## config.mk

```make
export PLATFORM = sky130hd
export DESIGN_NAME = latency_aware_write_master
export DESIGN_NICKNAME = d
export VERILOG_FILES = /design/src/rtl/latency_aware_write_master.sv
export SDC_FILE = /design/constraint.sdc
export NUM_CORES = 1
export LEC_CHECK = 0
export BUFFER_PORTS_ARGS = -buffer_cell sky130_fd_sc_hd__buf_4
export CORE_MARGIN = 4
export CORE_UTILIZATION = 50
export DETAILED_ROUTE_END_ITERATION = 6
export PLACE_DENSITY = 0.73
export SYNTH_ARGS = -nofsm -noshare
export SYNTH_HDL_FRONTEND = slang
export SYNTH_SLANG_ARGS = --single-unit
```

## constraint.sdc

```tcl
create_clock -name clk -period 3.48 [get_ports clk]
set_input_delay 0.348 -clock clk [delete_from_list [all_inputs] [get_ports clk]]
set_output_delay 0.348 -clock clk [all_outputs]
set_load 0.1 [all_outputs]
```

## src/rtl/latency_aware_write_master.sv

```systemverilog
// Avalon-MM write master: user words are queued in a show-ahead FIFO and posted
// as word-sized writes from a programmed base address until the byte length is exhausted.
`timescale 1ns/1ps
module latency_aware_write_master #(
  parameter int unsigned DATAWIDTH       = 32,
  parameter int unsigned BYTEENABLEWIDTH = 4,
  parameter int unsigned ADDRESSWIDTH    = 32,
  parameter int unsigned FIFODEPTH       = 32,
  parameter int unsigned FIFODEPTH_LOG2  = 5
) (
  input  logic                       clk,
  input  logic                       reset,
  input  logic                       control_fixed_location,
  input  logic [ADDRESSWIDTH-1:0]    control_write_base,
  input  logic [ADDRESSWIDTH-1:0]    control_write_length,
  input  logic                       control_go,
  output logic                       control_done,
  input  logic                       user_write_buffer,
  input  logic [DATAWIDTH-1:0]       user_buffer_data,
  output logic                       user_buffer_full,
  output logic [ADDRESSWIDTH-1:0]    master_address,
  output logic                       master_write,
  output logic [BYTEENABLEWIDTH-1:0] master_byteenable,
  output logic [DATAWIDTH-1:0]       master_writedata,
  input  logic                       master_waitrequest
);

  localparam int unsigned USEDW = FIFODEPTH_LOG2 + 1;
  localparam logic [ADDRESSWIDTH-1:0] STEP     = ADDRESSWIDTH'(BYTEENABLEWIDTH);
  localparam logic [ADDRESSWIDTH-1:0] LEN_MASK = ~ADDRESSWIDTH'(BYTEENABLEWIDTH - 1);

  logic [ADDRESSWIDTH-1:0]   address_q, address_d;
  logic [ADDRESSWIDTH-1:0]   length_q, length_d;
  logic                      fixed_q, fixed_d;
  logic [FIFODEPTH_LOG2-1:0] wr_ptr_q, wr_ptr_d;
  logic [FIFODEPTH_LOG2-1:0] rd_ptr_q, rd_ptr_d;
  logic [USEDW-1:0]          used_q, used_d;
  logic [DATAWIDTH-1:0]      mem_q [FIFODEPTH];

  logic full_c, push_c, write_c, accept_c;

  assign full_c   = (used_q == USEDW'(FIFODEPTH));
  assign push_c   = user_write_buffer & ~full_c;
  assign write_c  = (length_q != '0) & (used_q != '0);
  assign accept_c = write_c & ~master_waitrequest;

  // Next-state for FIFO bookkeeping and transfer control.
  always_comb begin
    address_d = address_q;
    length_d  = length_q;
    fixed_d   = fixed_q;
    wr_ptr_d  = wr_ptr_q;
    rd_ptr_d  = rd_ptr_q;
    used_d    = used_q;

    if (push_c)   wr_ptr_d = wr_ptr_q + FIFODEPTH_LOG2'(1);
    if (accept_c) rd_ptr_d = rd_ptr_q + FIFODEPTH_LOG2'(1);

    case ({push_c, accept_c})
      2'b10:   used_d = used_q + USEDW'(1);
      2'b01:   used_d = used_q - USEDW'(1);
      default: used_d = used_q;
    endcase

    // A new go wins over a same-cycle accept; the popped word is still consumed.
    if (control_go) begin
      address_d = control_write_base;
      length_d  = control_write_length & LEN_MASK;
      fixed_d   = control_fixed_location;
    end else if (accept_c) begin
      length_d = length_q - STEP;
      if (!fixed_q) address_d = address_q + STEP;
    end
  end

  always_ff @(posedge clk) begin
    if (!reset) begin
      address_q <= '0;
      length_q  <= '0;
      fixed_q   <= 1'b0;
      wr_ptr_q  <= '0;
      rd_ptr_q  <= '0;
      used_q    <= '0;
    end else begin
      address_q <= address_d;
      length_q  <= length_d;
      fixed_q   <= fixed_d;
      wr_ptr_q  <= wr_ptr_d;
      rd_ptr_q  <= rd_ptr_d;
      used_q    <= used_d;
    end
  end

  // Storage needs no reset; emptiness is tracked by the count and pointers.
  always_ff @(posedge clk) begin
    if (push_c) mem_q[wr_ptr_q] <= user_buffer_data;
  end

  assign master_write      = write_c;
  assign master_address    = address_q;
  assign master_writedata  = mem_q[rd_ptr_q];
  assign master_byteenable = '1;
  assign control_done      = (length_q == '0);
  assign user_buffer_full  = full_c;

endmodule

```

==> results.py <==
metrics = {
    "outcome": {
        "outcome": "complete, but fails checks",
        "violations_in_the_final_reports": "setup timing",
    },
    "yosys": {
        "number_of_flops_mapped_to_enable_cells_by_yosys": 1024,
        "postSynthRegisterBits": 1108,
        "postSynth.asyncResetShare": 0,
        "yosysTopAreaCellShare": 0.705,
        "synth.largest_area_cell": "edfxtp_1",
        "syn_area_per_cell_um2": 21.0,
        "ys_warn_count": 0,
        "synthTopCellsByArea": "edfxtp_1 (70%), mux4_2 (17%), dfxtp_1 (3.9%), mux2_2 (0.83%), o21ai_0 (0.76%)",
        "synth_ff_type": "edfxtp_1",
        "number_of_distinct_library_cells_after_synthesis": 66,
        "syn-cell-area_um2": 43600,
        "synth_cells": 2083,
        "portion_of_the_post_synthesis_area_used_by_sequential_elements": 0.743,
    },
    "route": {
        "avgViaCountPerCell": 6.35,
        "detail_route.drc_violations": 0,
        "routed-via-count": 23100,
        "final_antenna_net_count": 0,
        "drtPass1Iterations": 6,
        "wirelength_um": 110000,
        "drt-initial-drc-count": 2780,
        "wire_length_per_cell_um": 30.1,
    },
    "pwr": {
        "static-leakage-power_nw": 16.1,
        "p_per_area_nw_per_um2": 712,
        "worst_ir_drop_vdd_uv": 685,
        "design_power_total_mw": 36.8,
    },
    "timing": {
        "layout_min_cycle_time_ns": 3.53,
        "clock.fmax_mhz": 283,
        "max_slew.worst_pin.slew_ns": 1.12,
        "finalWorstSetupSlack_ns": -0.0479,
        "whs_ns": 0.0348,
        "clock-skew-final_ns": 0.0261,
        "hold_viol_final": 0,
        "setup-violations-final": 9,
        "setup_tns_ns": -0.158,
        "period_share": 1.01,
        "setup_repair_after_global_routing_missed_its_margin": "yes",
        "timing.max_slew.rel_slack": 0.253,
        "drv_slew": 0,
    },
    "die": {
        "pin_count": 173,
        "die_y_um": 303,
        "floorplan.core_area_um2": 86600,
        "fp-row-count": 108,
        "die_area_um2": 92100,
        "die_boundary_width_um": 303,
        "floorplan.initialDensity": 0.504,
    },
    "clocking": {
        "cts_buffer_depth": 3,
        "numCtsBuffers": 107,
        "insertion_delay_ns": 0.68,
        "clkSinkCount": 1108,
        "cts_tree": "done",
        "clock-root-buffer": "clkbuf_16",
        "cts.htree.levels": 3,
        "clk_pin_slew_ns": 0.06,
    },
    "final_layout": {
        "num-fill-cells": 5945,
        "layout-area-overhead-vs-synth_pct": 18.5,
        "share_of_final_layout_standard_cells_stronger_than_drive_strength_1": 0.334,
        "final_net_count": 2511,
    },
    "min_path": {
        "hold_path.class": "in -> reg",
    },
    "flow_run": {
        "drv.max_cap_violation_count": 0,
    },
    "worst_setup_path": {
        "critical_path.endpoint": "master_writedata[25]",
        "worstSetupStartpointType": "flop",
        "crit_type": "reg -> out",
        "critPathArrivalTime_ns": 3.18,
        "critPathMaxFanout": 6,
        "crit_required_ns": 3.13,
        "rrSetupSlack_ns": 0.26,
        "critPathCaptureType": "primary output",
        "r2r.worst_path.cells": 11,
        "regToRegStartpoint": "used_q[1]",
        "crit_reg_reg_endpoint": "used_q[4]",
    },
    "global_routing": {
        "grt_first_pass_wirelength_um": 158000,
        "grt_util_all_layers": 0.238,
        "grt-ovfl-total": 0,
        "number_of_antenna_violations_at_the_first_check_in_global_routing": 2,
        "largest_net_degree_at_the_start_of_global_routing": 86,
        "first_global_vias": 23500,
    },
    "placement": {
        "detailed_place_hpwl_um": 57400,
        "portBuffers": 166,
        "gp_congestion": 0.861,
    },
}
[through the flow]
step                std cells  worst slack (ns)  utilization  instance area [um^2]
finish                   3640           -0.0479        0.597                 51700
global route             3640            -0.111        0.597                 51700
CTS                      3631           -0.0809        0.594                 51500
detailed placement       3365             0.268        0.541                 46900
global placement         3365             0.210        0.541                 46900
floorplan                2086             0.120            -                 43700
[how the worst min path moves through the flow]
stage / from / end / slack [ns] / depth (start not counted)
2_1_floorplan: user_buffer_data[0] / mem_q[0][0] / 0.45 / 0
3_3_place_gp: rd_ptr_q[4] / flop / 0.47 / 2
3_5_place_dp: rd_ptr_q[1] / flop / 0.49 / 2
4_1_cts: control_write_base[14] / master_address[14] / 0.0006 / 3
5_1_grt: control_write_base[14] / master_address[14] / 0.02 / 3
6_report: control_write_base[26] / master_address[26] / 0.03 / 4
[per-layer routing]
metal,global-route usage,routed length (um)
met1,0.318,40500
met2,0.399,56300
met3,0.0458,9280
met4,0.0807,3510
met5,0,13
[cell type report]
class                   count  area, um^2  share of cell area
well taps                1155        1450              0.0279
diodes                      1        2.50           0.0000484
flip-flops and latches   1108       32400               0.628
clock inverters            74         830              0.0160
clock buffers             123        2780              0.0538
repair buffers            321        3250              0.0629
multi-input cells         839       10900               0.210
inverters                  19        71.3             0.00138
[cells in the mapped netlist (11+ instances only)]
library cell,count
buf_2,29
mux4_2,320
a21oi_1,18
edfxtp_1,1024
ha_1,12
inv_1,17
or3_1,21
o21ai_0,66
nor3_1,22
a31oi_1,38
or4_1,23
nand3_1,25
o31ai_1,21
nor2_1,68
dfxtp_1,84
nand2_1,30
clkbuf_1,72
mux2_2,32
nand4_1,11
[sequential cells by signal, summed over array words and instances (netlist names), named ones only]
register / cells
mem_q: 1024
master_address: 32
length_q: 30
used_q: 6
rd_ptr_q: 5
wr_ptr_q: 5
fixed_q: 1
[worst max-delay path, cell delays in order (launching register included)]
cell and delay (ns):
dfxtp_4 0.36, buf_4 0.18, buf_12 0.17, bufbuf_16 0.29
mux4_2 0.50, mux4_2 0.51, mux2_2 0.29, buf_6 0.19
[power breakdown]
part / internal [mW] / leakage, nW / switching, mW
registers: 14.8 / 9.92 / 0.199
logic: 4.44 / 4.46 / 5.45
clock network: 6.87 / 1.73 / 5.02
[logic make-up (layout without fill, tap and decap cells)]
group                    after synthesis  count (layout)  synth area share
AND/OR/NAND/NOR                      259             259            0.0331
multiplexers                         359             359             0.175
AO/OA/AOI/OAI                        190             190            0.0279
adder cells (fa/ha/maj)               13              13           0.00390
other                                  1               5         0.0000859
XOR/XNOR                              14              14           0.00281
flip-flops                          1108            1108             0.743
buffers and inverters                139             537            0.0141
[repair_timing]
item / 4_1_cts / 5_1_grt
setup buffers: 9 / 3
cloned: 5 / 5
endpoints found under the setup margin: 32 / 32
endpoints found under the hold margin: 55 / 0
hold buffers: 55 / 0
resized for setup: 42 / 28
[placed cells by master (no fill, tap or decap), types with 8 or more instances in the layout]
cell type,netlist,layout
clkinv_1,1,29
clkinv_2,0,11
edfxtp_1,1024,1024
nor2_4,0,32
nor3_1,22,22
buf_8,0,9
clkbuf_16,0,114
inv_1,17,17
or4_1,23,23
clkbuf_1,72,14
a211oi_1,10,10
mux2_2,32,25
mux4_2,320,320
a31oi_1,38,38
o31ai_1,21,21
or3_1,21,21
and3_1,8,8
buf_12,0,19
o21ai_0,66,66
dfxtp_1,84,79
ha_1,12,12
buf_6,4,21
a21oi_1,18,18
buf_16,0,8
xnor2_1,9,9
nand4_1,11,11
dlygate4sd3_1,0,55
bufinv_16,0,15
and4_1,10,10
clkinvlp_4,0,9
nand2_1,30,30
nand3_1,25,25
nor2_1,68,35
buf_4,7,201
No activity file was read; power rests on OpenSTA's default activity.
